[src/rtl/tx_symbol_serializer_10b.sv]
// Parallel-to-serial stage for 10-bit line-code symbols, one bit per clock.
// Inserts IDLE_SYMBOL at empty symbol boundaries and counts underflows while running.
module tx_symbol_serializer_10b #(
    parameter logic [9:0] IDLE_SYMBOL = 10'b0011111010,
    parameter bit         MSB_FIRST   = 1'b1
) (
    input  logic        clk_i,
    input  logic        reset_i,
    input  logic        enable_i,
    input  logic [9:0]  sym_i,
    input  logic        sym_valid_i,
    output logic        sym_ready_o,
    output logic        serial_o,
    output logic        sym_start_o,
    output logic        idle_insert_o,
    output logic [15:0] underflow_cnt_o
);

    localparam logic [0:0] StOff = 1'b0;
    localparam logic [0:0] StRun = 1'b1;

    logic [0:0]  state_q, state_d;
    logic [3:0]  bit_cnt_q, bit_cnt_d;
    logic [9:0]  sh_q, sh_d;
    logic        start_q, start_d;
    logic        idle_q, idle_d;
    logic [15:0] underflow_cnt_q, underflow_cnt_d;

    assign sym_ready_o = enable_i & ((state_q == StOff) | (bit_cnt_q == 4'd9));

    always_comb begin
        state_d         = state_q;
        bit_cnt_d       = bit_cnt_q;
        sh_d            = sh_q;
        start_d         = 1'b0;
        idle_d          = 1'b0;
        underflow_cnt_d = underflow_cnt_q;
        if (!enable_i) begin
            // Abort: the partial symbol is dropped and the line is held low.
            state_d   = StOff;
            bit_cnt_d = 4'd0;
            sh_d      = 10'd0;
        end else if (sym_ready_o) begin
            state_d   = StRun;
            bit_cnt_d = 4'd0;
            sh_d      = sym_valid_i ? sym_i : IDLE_SYMBOL;
            start_d   = 1'b1;
            idle_d    = ~sym_valid_i;
            // The first load out of OFF is not an underflow.
            if ((state_q == StRun) && !sym_valid_i && (underflow_cnt_q != 16'hFFFF)) begin
                underflow_cnt_d = underflow_cnt_q + 16'd1;
            end
        end else begin
            bit_cnt_d = bit_cnt_q + 4'd1;
            sh_d      = MSB_FIRST ? {sh_q[8:0], 1'b0} : {1'b0, sh_q[9:1]};
        end
    end

    always_ff @(posedge clk_i or posedge reset_i) begin
        if (reset_i) begin
            state_q         <= StOff;
            bit_cnt_q       <= 4'd0;
            sh_q            <= 10'd0;
            start_q         <= 1'b0;
            idle_q          <= 1'b0;
            underflow_cnt_q <= 16'd0;
        end else begin
            state_q         <= state_d;
            bit_cnt_q       <= bit_cnt_d;
            sh_q            <= sh_d;
            start_q         <= start_d;
            idle_q          <= idle_d;
            underflow_cnt_q <= underflow_cnt_d;
        end
    end

    assign serial_o        = MSB_FIRST ? sh_q[9] : sh_q[0];
    assign sym_start_o     = start_q;
    assign idle_insert_o   = idle_q;
    assign underflow_cnt_o = underflow_cnt_q;

endmodule
[config.mk]
export PLATFORM = sky130hd
export DESIGN_NAME = tx_symbol_serializer_10b
export DESIGN_NICKNAME = d
export VERILOG_FILES = /design/src/rtl/tx_symbol_serializer_10b.sv
export SDC_FILE = /design/constraint.sdc
export NUM_CORES = 1
export LEC_CHECK = 0
export ABC_CLOCK_PERIOD_IN_PS = 3900
export CAP_MARGIN = 20
export CORE_UTILIZATION = 35
export DETAILED_ROUTE_END_ITERATION = 10
export MAX_ROUTING_LAYER = met4
export PLACE_DENSITY = 0.67
export SETUP_SLACK_MARGIN = 0.3
export SLEW_MARGIN = 20
export SYNTH_ARGS = -nofsm -noshare
export SYNTH_HDL_FRONTEND = slang
export SYNTH_SLANG_ARGS = --single-unit
[constraint.sdc]
create_clock -name clk_i -period 3.9 [get_ports clk_i]
set_input_delay 0.78 -clock clk_i [delete_from_list [all_inputs] [get_ports clk_i]]
set_output_delay 0.78 -clock clk_i [all_outputs]
set_load 0.005 [all_outputs]
==> results of run 1 <==
-- layout by cell type, fill, tap and decap left out, types with 2 or more instances in the layout --
cell type,n
xor2_1,11
a22o_1,6
buf_4,2
nand3_1,6
nor3_1,3
clkdlybuf4s50_1,33
ha_1,3
nor2_1,6
inv_1,3
dfrtp_1,33
a32o_1,3
clkbuf_8,6
xnor2_1,6
nor4_1,4
and3_1,3
nand4_2,2
nand2_1,5
nand4_1,4
nand2b_1,6
-- worst max-delay path, cell delays in order --
cell and delay, ns:
clkdlybuf4s50_1 0.53, a21boi_0 0.29, clkdlybuf4s50_1 0.56
-- flip-flops by register name, summed over array words and instances (netlist names) --
signal           cells
bit_cnt_q            4
idle_insert_o        1
sh_q                10
sym_start_o          1
state_q              1
underflow_cnt_o     16
-- cell families (layout without fill, tap and decap cells) --
| logic type | Yosys count | count (layout) | share of synthesized area |
|---|---|---|---|
| AND/OR/NAND/NOR | 52 | 52 | 0.233 |
| flip-flops | 33 | 33 | 0.549 |
| XOR/XNOR | 17 | 17 | 0.0989 |
| AO/OA/AOI/OAI | 10 | 10 | 0.0599 |
| buffers and inverters | 8 | 46 | 0.0249 |
| adder cells (fa/ha/maj) | 3 | 3 | 0.0249 |
| multiplexers | 1 | 1 | 0.00997 |
-- stage by stage --
stage,utilization,cell area [um^2]
global route,0.494,2000
global placement,0.465,1890
floorplan,-,1510
detailed placement,0.465,1890
CTS,0.494,2000
finish,0.494,2000
-- routing by layer --
metal	GRT usage	wire (um)	up-vias
met5	-	0	-
met4	0.0718	62	0
met3	0.0405	114	5
met2	0.238	1410	25
met1	0.175	1230	534
li1	-	-	515
-- report_power, final --
| group | total [uW] | switching (uW) | leakage [uW] | internal (uW) |
|---|---|---|---|---|
| Clock | 324 | 116 | 0.0000585 | 208 |
| Sequential | 354 | 3.47 | 0.000449 | 351 |
| Combinational | 42.3 | 18.6 | 0.000436 | 23.7 |
-- worst paths after layout --
path                              start             endpoint  slack, ns
max                            enable_i          sym_ready_o       0.95
min                             sh_q[5]              sh_q[6]       0.47
max reg2reg                bit_cnt_q[1]   underflow_cnt_o[1]       2.01
min reg2reg                     sh_q[5]              sh_q[6]       0.47
max in group asynchronous       reset_i         bit_cnt_q[0]       2.72
min in group asynchronous       reset_i  underflow_cnt_o[15]       0.89
-- final cells by class --
cell class	instances	share of cell area
clock buffers	7	0.0431
clock inverters	1	0.0150
well taps	50	0.0312
inverters	3	0.00562
flip-flops and latches	33	0.412
repair buffers	35	0.172
multi-input cells	83	0.320
==> metrics, run 1 <==
critical path arrival 2.17 ns; post-synthesis async set-or-reset flop share 1.00; share of layout cells above drive strength 1 0.105; initial core utilization 0.371; syn nets 141; Yosys Warn Count 0; WS Path Type input pin to output pin; Layout fillers 353; area of the core 4060 um^2; sinks on the clock net 33; PwrDens 360 nW/um^2; post-CTS resize count 0; Post-Synthesis Cells 124; initial antenna violation count 0; GP Congestion 0.751; clk slew on worst S/H paths 0.06 ns; Slew Limit Fails 0; sequential area share after synthesis 0.549; Yosys top cell area share 0.549; predominant post-synthesis flop cell dfrtp_1; leakage 0.000944 uW; Worst setup EP type output pin; hpwl dp 2060 um; via count 1,079; synth unique cells 33; Worst setup SP type input pin; setup tns final 0 ns; cell area after synthesis 1510 um^2; DIE WIDTH 67.6 um; status finished clean; pin count of the biggest net entering global routing 34; f_max 339 MHz; Multi-input gate area 642 um^2; hold slack 0.469 ns; CTS tree done; Worst-Margin Slew 0.614 ns; die height 67.6 um; Clock Latency Late Sink 0.28 ns; layout overhead on the synthesized area 33.1%; buffers added on ports 33; dpl cells 204; cts bufs inserted 5; Die ar. 4570 um^2; post-route minimum period 2.95 ns; antenna cells 0; Register-to-Register Path Depth 6; ANT nets after route 0; total setup buffers inserted after CTS 0; Via density 5.09; Max VDD drop 0.213 mV; Clock Tree Root clkbuf_8; cell taking the most area after synthesis dfrtp_1; Routed WL 2820 um; clock skew 0.00454 ns; Remaining DRCs 0; Layout Cells excl Fill 212; flip-flop and latch area 826 um^2; first-pass GRT wire length 4860 um; crit-path max FO 5; Post-synth top cells dfrtp_1 (33), xor2_1 (11); Hold Path Depth 1; routed len/inst 13.3 um; Site Rows 23; slew margin rel. 0.591; Ports 34; dominant cells by area after synthesis dfrtp_1 (55%), xor2_1 (6.4%), a22o_1 (3.5%); total track usage 0.150; fin crit share 0.755; Post-synth EDFFs 0; H-Tree Depth 2; pre-CTS setup slack 0.942 ns; min-delay worst type flip-flop to flip-flop; total power 720 uW; flops & latches, synth 33; most numerous cell in the Yosys netlist dfrtp_1; RSZ-0062 raised after global routing false; Max Cap Viol 0; CTS Hold Buffers Added 0; final worst setup slack 0.954 ns; Total Nets Final 178; Required @ worst endpoint 3.12 ns; first drt pass iteration count 4; Remaining Overflow, GRT 0; final hold violations 0; Avg Inst Size Synth 12.1 um^2; Clock Tree Buf Depth 2; number of setup violations in the final report 0; Iteration-0 DRC Markers 35; vias in the first global route 1,052
Note: power is estimated with default switching activity, not from simulation.
==> inputs of run 2 (changes only) <==
--- a/config.mk
+++ b/config.mk
@@ -5,7 +5,7 @@
 export SDC_FILE = /design/constraint.sdc
 export NUM_CORES = 1
 export LEC_CHECK = 0
-export ABC_CLOCK_PERIOD_IN_PS = 3900
+export ABC_CLOCK_PERIOD_IN_PS = 2900
 export CAP_MARGIN = 20
 export CORE_UTILIZATION = 35
 export DETAILED_ROUTE_END_ITERATION = 10
==> constraint.sdc (replaced) <==
create_clock -name clk_i -period 2.9 [get_ports clk_i]
set_input_delay 0.58 -clock clk_i [delete_from_list [all_inputs] [get_ports clk_i]]
set_output_delay 0.58 -clock clk_i [all_outputs]
set_load 0.005 [all_outputs]
==> metrics, run 2 (synthesized netlist as in run 1, its figures left out) <==
status finished clean (unchanged); area of the core 4060 um^2 (unchanged); Sw Ratio 0.228 (was 0.191); Max VDD drop 0.282 mV (was 0.213 mV); Total Nets Final 179 (was 178); layout overhead on the synthesized area 31.6% (was 33.1%); part of the power in combinational logic 0.067 (was 0.059); initial core utilization 0.371 (unchanged); number of setup violations in the final report 0 (unchanged); share of layout cells above drive strength 1 0.117 (was 0.105); PwrDens 438 nW/um^2 (was 360 nW/um^2); Largest stage delay, worst path 0.54 ns (was 0.56 ns); Iteration-0 DRC Markers 76 (was 35); via count 1,059 (was 1,079); most frequent CP cell clkdlybuf4s50_1 (unchanged); wl on met1 1300 um (was 1230 um); Die ar. 4570 um^2 (unchanged); Routed WL 2740 um (was 2820 um); Remaining Overflow, GRT 0 (unchanged); slew margin rel. 0.587 (was 0.591); routed len/inst 12.8 um (was 13.3 um); Required @ worst endpoint 2.32 ns (was 3.12 ns); dpl cell area 1890 um^2 (about the same); first drt pass iteration count 4 (unchanged); DR WL met3 115 um (was 114 um); GP Congestion 0.762 (was 0.751); Remaining DRCs 0 (unchanged); post-route minimum period 2.48 ns; DR top layer met4 (unchanged); first-pass GRT wire length 4640 um (was 4860 um); Reg2Reg Setup Slack 1.01 ns (was 2.01 ns); Ports 34 (unchanged); sinks on the clock net 33 (unchanged); ANT nets after route 0 (unchanged); min-delay worst type flip-flop to flip-flop (unchanged); max FFs per register 16 (unchanged); CTS tree done (unchanged); WS Path Type input pin to output pin (unchanged); Internal 670 uW (was 582 uW); Clock Latency Late Sink 0.28 ns (about the same); setup tns final 0 ns (unchanged); Layout Cells excl Fill 213 (was 212); vias in the first global route 1,027 (was 1,052); cts bufs inserted 5 (unchanged); H-Tree Depth 2 (unchanged); critical-path cell list clkdlybuf4s50_1 -> a21boi_1 -> clkdlybuf4s50_1 (was clkdlybuf4s50_1 -> a21boi_0 -> clkdlybuf4s50_1); Layout fillers 377 (was 353); critical path arrival 1.90 ns (was 2.17 ns); pin count of the biggest net entering global routing 34 (unchanged); most frequent cells in the layout dfrtp_1 (33), clkdlybuf4s50_1 (33), xor2_1 (11) (unchanged); crit-path max FO 5 (unchanged); Multi-input gate area 642 um^2 (unchanged); total track usage 0.144 (was 0.150); buffers added on ports 33 (unchanged); hold slack 0.476 ns (was 0.469 ns); flip-flop and latch area 826 um^2 (unchanged); Worst-Margin Slew 0.619 ns (was 0.614 ns); initial antenna violation count 0 (unchanged); clock skew 0.00132 ns (was 0.00454 ns); Via density 4.97 (was 5.09); die height 67.6 um (unchanged); Slew Limit Fails 0 (unchanged); crit-path leading delay family buffers and inverters (unchanged); Max Cap Viol 0 (unchanged); hpwl dp 1960 um (was 2060 um); f_max 403 MHz; leakage 0.000935 uW (was 0.000944 uW); clk slew on worst S/H paths 0.07 ns (was 0.06 ns); WL met2 1270 um (was 1410 um); final instance area 1980 um^2 (was 2000 um^2); Sequential Power Share 0.549 (was 0.492); Final Util 0.488 (was 0.494); total setup buffers inserted after CTS 0 (unchanged); Site Rows 23 (unchanged); WP buf/inv 2 (unchanged); DIE WIDTH 67.6 um (unchanged); fin crit share 0.856; Clock Tree Buf Depth 2 (unchanged); final hold violations 0 (unchanged); clock power share 0.384 (was 0.450); CP max stage cell clkdlybuf4s50_1 (unchanged); antenna cells 0 (unchanged); Net Sw Power 198 uW (was 138 uW); Clock Tree Root clkbuf_8 (unchanged); Worst setup EP type output pin (unchanged); Worst setup SP type input pin (unchanged); RSZ-0062 raised after global routing false (unchanged); dpl cells 205 (was 204)
==> run 2: worst paths after layout <==
check | cells past startpoint | end | startpoint
worst max-delay path | 3 | sym_ready_o | enable_i
worst min-delay path | 1 | sh_q[7] | sh_q[6]
worst max register to register | 6 | underflow_cnt_o[5] | bit_cnt_q[1]
worst min register to register | 1 | sh_q[7] | sh_q[6]
max in group asynchronous | 3 | bit_cnt_q[0] | reset_i
min in group asynchronous | 3 | underflow_cnt_o[11] | reset_i
==> run 2: timing repair <==
item,4_1_cts,5_1_grt
endpoints found under the setup margin,0,1
hold buffers,0,0
endpoints found under the hold margin,0,0
resized for setup,0,1
==> run 2: final cells by class <==
cell class,count,share of cell area
flip-flops and latches,33,0.417
multi-input cells,83,0.324
repair buffers,36,0.178
clock buffers,5,0.0347
well taps,50,0.0316
clock inverters,3,0.00884
inverters,3,0.00569
==> run 2: per-stage QoR <==
step	power [uW]	setup slack [ns]
floorplan	511	1.05
global placement	542	0.332
detailed placement	544	0.316
CTS	883	0.318
global route	911	0.363
finish	867	0.419
==> run 2: per-layer routing <==
layer	global-route usage	up-vias
li1	-	516
met1	0.175	512
met4	0.0771	0
met5	-	-
met2	0.209	26
met3	0.0456	5
==> run 2: power groups by stage <==
stage               clock network (uW)  logic [uW]  registers (uW)
floorplan                            0        27.5             484
global placement                     0        58.0             484
detailed placement                   0        59.6             484
CTS                                347        59.9             476
global route                       369        65.2             477
finish                             333        58.5             476
==> edit: new RTL, config.mk and constraints of run 2 <==
`sh_q` no longer has a reset.
--- a/src/rtl/tx_symbol_serializer_10b.sv
+++ b/src/rtl/tx_symbol_serializer_10b.sv
@@ -60,18 +60,20 @@
         if (reset_i) begin
             state_q         <= StOff;
             bit_cnt_q       <= 4'd0;
-            sh_q            <= 10'd0;
             start_q         <= 1'b0;
             idle_q          <= 1'b0;
             underflow_cnt_q <= 16'd0;
         end else begin
             state_q         <= state_d;
             bit_cnt_q       <= bit_cnt_d;
-            sh_q            <= sh_d;
             start_q         <= start_d;
             idle_q          <= idle_d;
             underflow_cnt_q <= underflow_cnt_d;
         end
+    end
+
+    always_ff @(posedge clk_i) begin
+        sh_q <= sh_d;
     end
 
     assign serial_o        = MSB_FIRST ? sh_q[9] : sh_q[0];
Check against the original RTL: not equivalent (Yosys sat finds a counterexample within 4 cycles, from zero or initial values and one cycle with reset_i high).
==> edit against run 2 <==
- global-route usage is 1.3 points higher
- register-to-register slack worse by 70 ps
- total power is 1.2% lower
- sequential power hardly changed
- worst setup slack better by 70 ps
- synthesized area is 3.1% lower
- final area is 2.8% lower
- clock power is 2% lower
- via count is 7.9% higher
- non-clock buffer count is 1 lower
- die area is 3.0% lower
- sequential cell count stayed put
- routed wire length is 5.0% higher
- largest cell class unchanged
- highest routed layer unchanged
==> edit: results (changes against run 2) <==
{
  "detailed_routing": {
    "vias": {"value": 1143, "change": "was 1059"},
    "finalWirelength": {"value": 2.87, "unit": "mm", "change": "was 2.74 mm"},
    "dr.first_iter.drc_count": {"value": 101, "change": "was 76"}
  },
  "worst_setup_path": {
    "timing.reg2reg.setup_slack": {"value": 940, "unit": "ps", "change": "was 1010 ps"},
    "path_class": {"value": "flop to output pin", "change": "was input pin to output pin"},
    "timing.critical_path.fanout_max": {"value": 4, "change": "was 5"},
    "r2r-end": {"value": "underflow_cnt_o[13]$_DFFE_PP0P_", "change": "was underflow_cnt_o[5]$_DFFE_PP0P_"},
    "worst_ep_arrival_time": {"value": 1830, "unit": "ps", "change": "was 1900 ps"}
  },
  "global_routing": {
    "groute.usage.overall": {"value": 15.7, "unit": "%", "change": "was 14.4%"},
    "grt_pass1_vias": {"value": 1163, "change": "was 1027"},
    "largest_net_degree_at_the_start_of_global_routing": {"value": 24, "change": "was 34"}
  },
  "finish": {
    "post_route_cells_drive_above_1_share": {"value": 8.29, "unit": "%", "change": "was 11.7%"},
    "finish.net_count": {"value": 197, "change": "was 179"},
    "fill_cells": {"value": 376, "change": "was 377"}
  },
  "power": {
    "irDropWorstVdd": {"value": 0.297, "unit": "mV", "change": "was 0.282 mV"}
  },
  "sta": {
    "maxSlewHeadroom": {"value": 41.0, "unit": "%", "change": "was 58.7%"},
    "finClkSkew": {"value": 5.59, "unit": "ps", "change": "was 1.32 ps"},
    "final_min_period_over_clock_period": {"value": 83.1, "unit": "%", "change": "was 85.6%"}
  },
  "place": {
    "hpwlAfterDp": {"value": 2.13, "unit": "mm", "change": "was 1.96 mm"},
    "post-place-ws": {"value": 313, "unit": "ps", "change": "was 316 ps"},
    "final_weighted_congestion_in_routability_driven_placement": {"value": 0.833, "change": "was 0.762"}
  },
  "synthesis": {
    "synthTopCellsByCount": {"value": "sky130_fd_sc_hd__dfrtp_1 (23), sky130_fd_sc_hd__nand2_1 (15), sky130_fd_sc_hd__o21ai_0 (12), sky130_fd_sc_hd__xor2_1 (11), sky130_fd_sc_hd__dfxtp_1 (10)", "change": "was sky130_fd_sc_hd__dfrtp_1 (33), sky130_fd_sc_hd__xor2_1 (11)"},
    "ys_top_cells_by_area": {"value": "sky130_fd_sc_hd__dfrtp_1 (39%), sky130_fd_sc_hd__dfxtp_1 (14%), sky130_fd_sc_hd__xor2_1 (6.6%)", "change": "was sky130_fd_sc_hd__dfrtp_1 (55%), sky130_fd_sc_hd__xor2_1 (6.4%), sky130_fd_sc_hd__a22o_1 (3.5%)"},
    "synth.yosys.seq_area_share": {"value": 53.2, "unit": "%", "change": "was 54.9%"}
  },
  "outcome": {
    "outcome": {"value": "finished, final reports clean", "change": "unchanged"}
  }
}
==> edit: cell families (layout without fill, tap and decap cells) <==
kind of cell,count (synthesis),after routing,share of synthesized area (%)
muxes,1,1,0.772
and+or+nand+nor,59,59,21.4
adders and majority gates,3,3,2.57
xor gates and xnor gates,14,14,8.40
AOI/OAI and AO/OA,22,22,10.5
buffers and inverters,12,49,3.26
DFF,33,33,53.2
==> edit: how the worst min path moves through the flow <==
stage,end,startpoint,cells after the start,slack (ps)
detailed placement,sh_q[9]$_SDFF_PN0_,sh_q[8]$_SDFF_PN0_,2,420
global placement,sh_q[1]$_SDFF_PN0_,sh_q[0]$_SDFF_PN0_,2,410
global route,sh_q[2]$_SDFF_PN0_,sh_q[1]$_SDFF_PN0_,2,480
finish,sh_q[9]$_SDFF_PN0_,sh_q[8]$_SDFF_PN0_,2,430
CTS,sh_q[9]$_SDFF_PN0_,sh_q[8]$_SDFF_PN0_,2,440
floorplan,sh_q[1]$_SDFF_PN0_,sh_q[0]$_SDFF_PN0_,2,400
==> edit: critical path, cell delays in order, from the launching register on <==
cell and delay (ps):
sky130_fd_sc_hd__dfrtp_1 390, sky130_fd_sc_hd__inv_1 60, sky130_fd_sc_hd__ha_1 130, sky130_fd_sc_hd__nand3b_1 150
sky130_fd_sc_hd__nand3_1 140, sky130_fd_sc_hd__and2_1 170, sky130_fd_sc_hd__clkdlybuf4s50_1 510
==> edit: area by class of cell <==
class / count / share of cell area [%]
Sequential cell: 33 / 40.3
Multi-Input combinational cell: 99 / 33.0
Timing Repair Buffer: 35 / 18.1
Clock buffer: 8 / 4.16
Tap cell: 50 / 3.25
Inverter: 6 / 1.17
==> edit: metal layers <==
| layer | global-route usage [%] | vias to the layer above | part of all wire (%) |
|---|---|---|---|
| met5 | - | - | 0 |
| met4 | 7.98 | 0 | 1.9 |
| met3 | 6.68 | 6 | 5.7 |
| met2 | 24.0 | 37 | 48 |
| met1 | 17.3 | 530 | 44 |
| li1 | - | 570 | - |
==> edit: report_power, final <==
| group | internal, uW | switching (uW) | total, uW |
|---|---|---|---|
| clock | 170 | 155 | 325 |
| sequential | 472 | 4.68 | 476 |
| combinational | 30.5 | 25.1 | 55.7 |
| total | 672 | 185 | 857 |
==> edit: metrics by stage <==
| stage | total power, uW | utilization, % | hold WS (ps) | std cells | area (um^2) |
|---|---|---|---|---|---|
| finish | 857 | 48.1 | 427 | 231 | 1920 |
| global route | 897 | 48.1 | 483 | 231 | 1920 |
| CTS | 870 | 48.0 | 435 | 231 | 1920 |
| detailed placement | 542 | 46.0 | 421 | 223 | 1840 |
| global placement | 540 | 46.0 | 409 | 223 | 1840 |
| floorplan | 508 | - | 401 | 144 | 1460 |
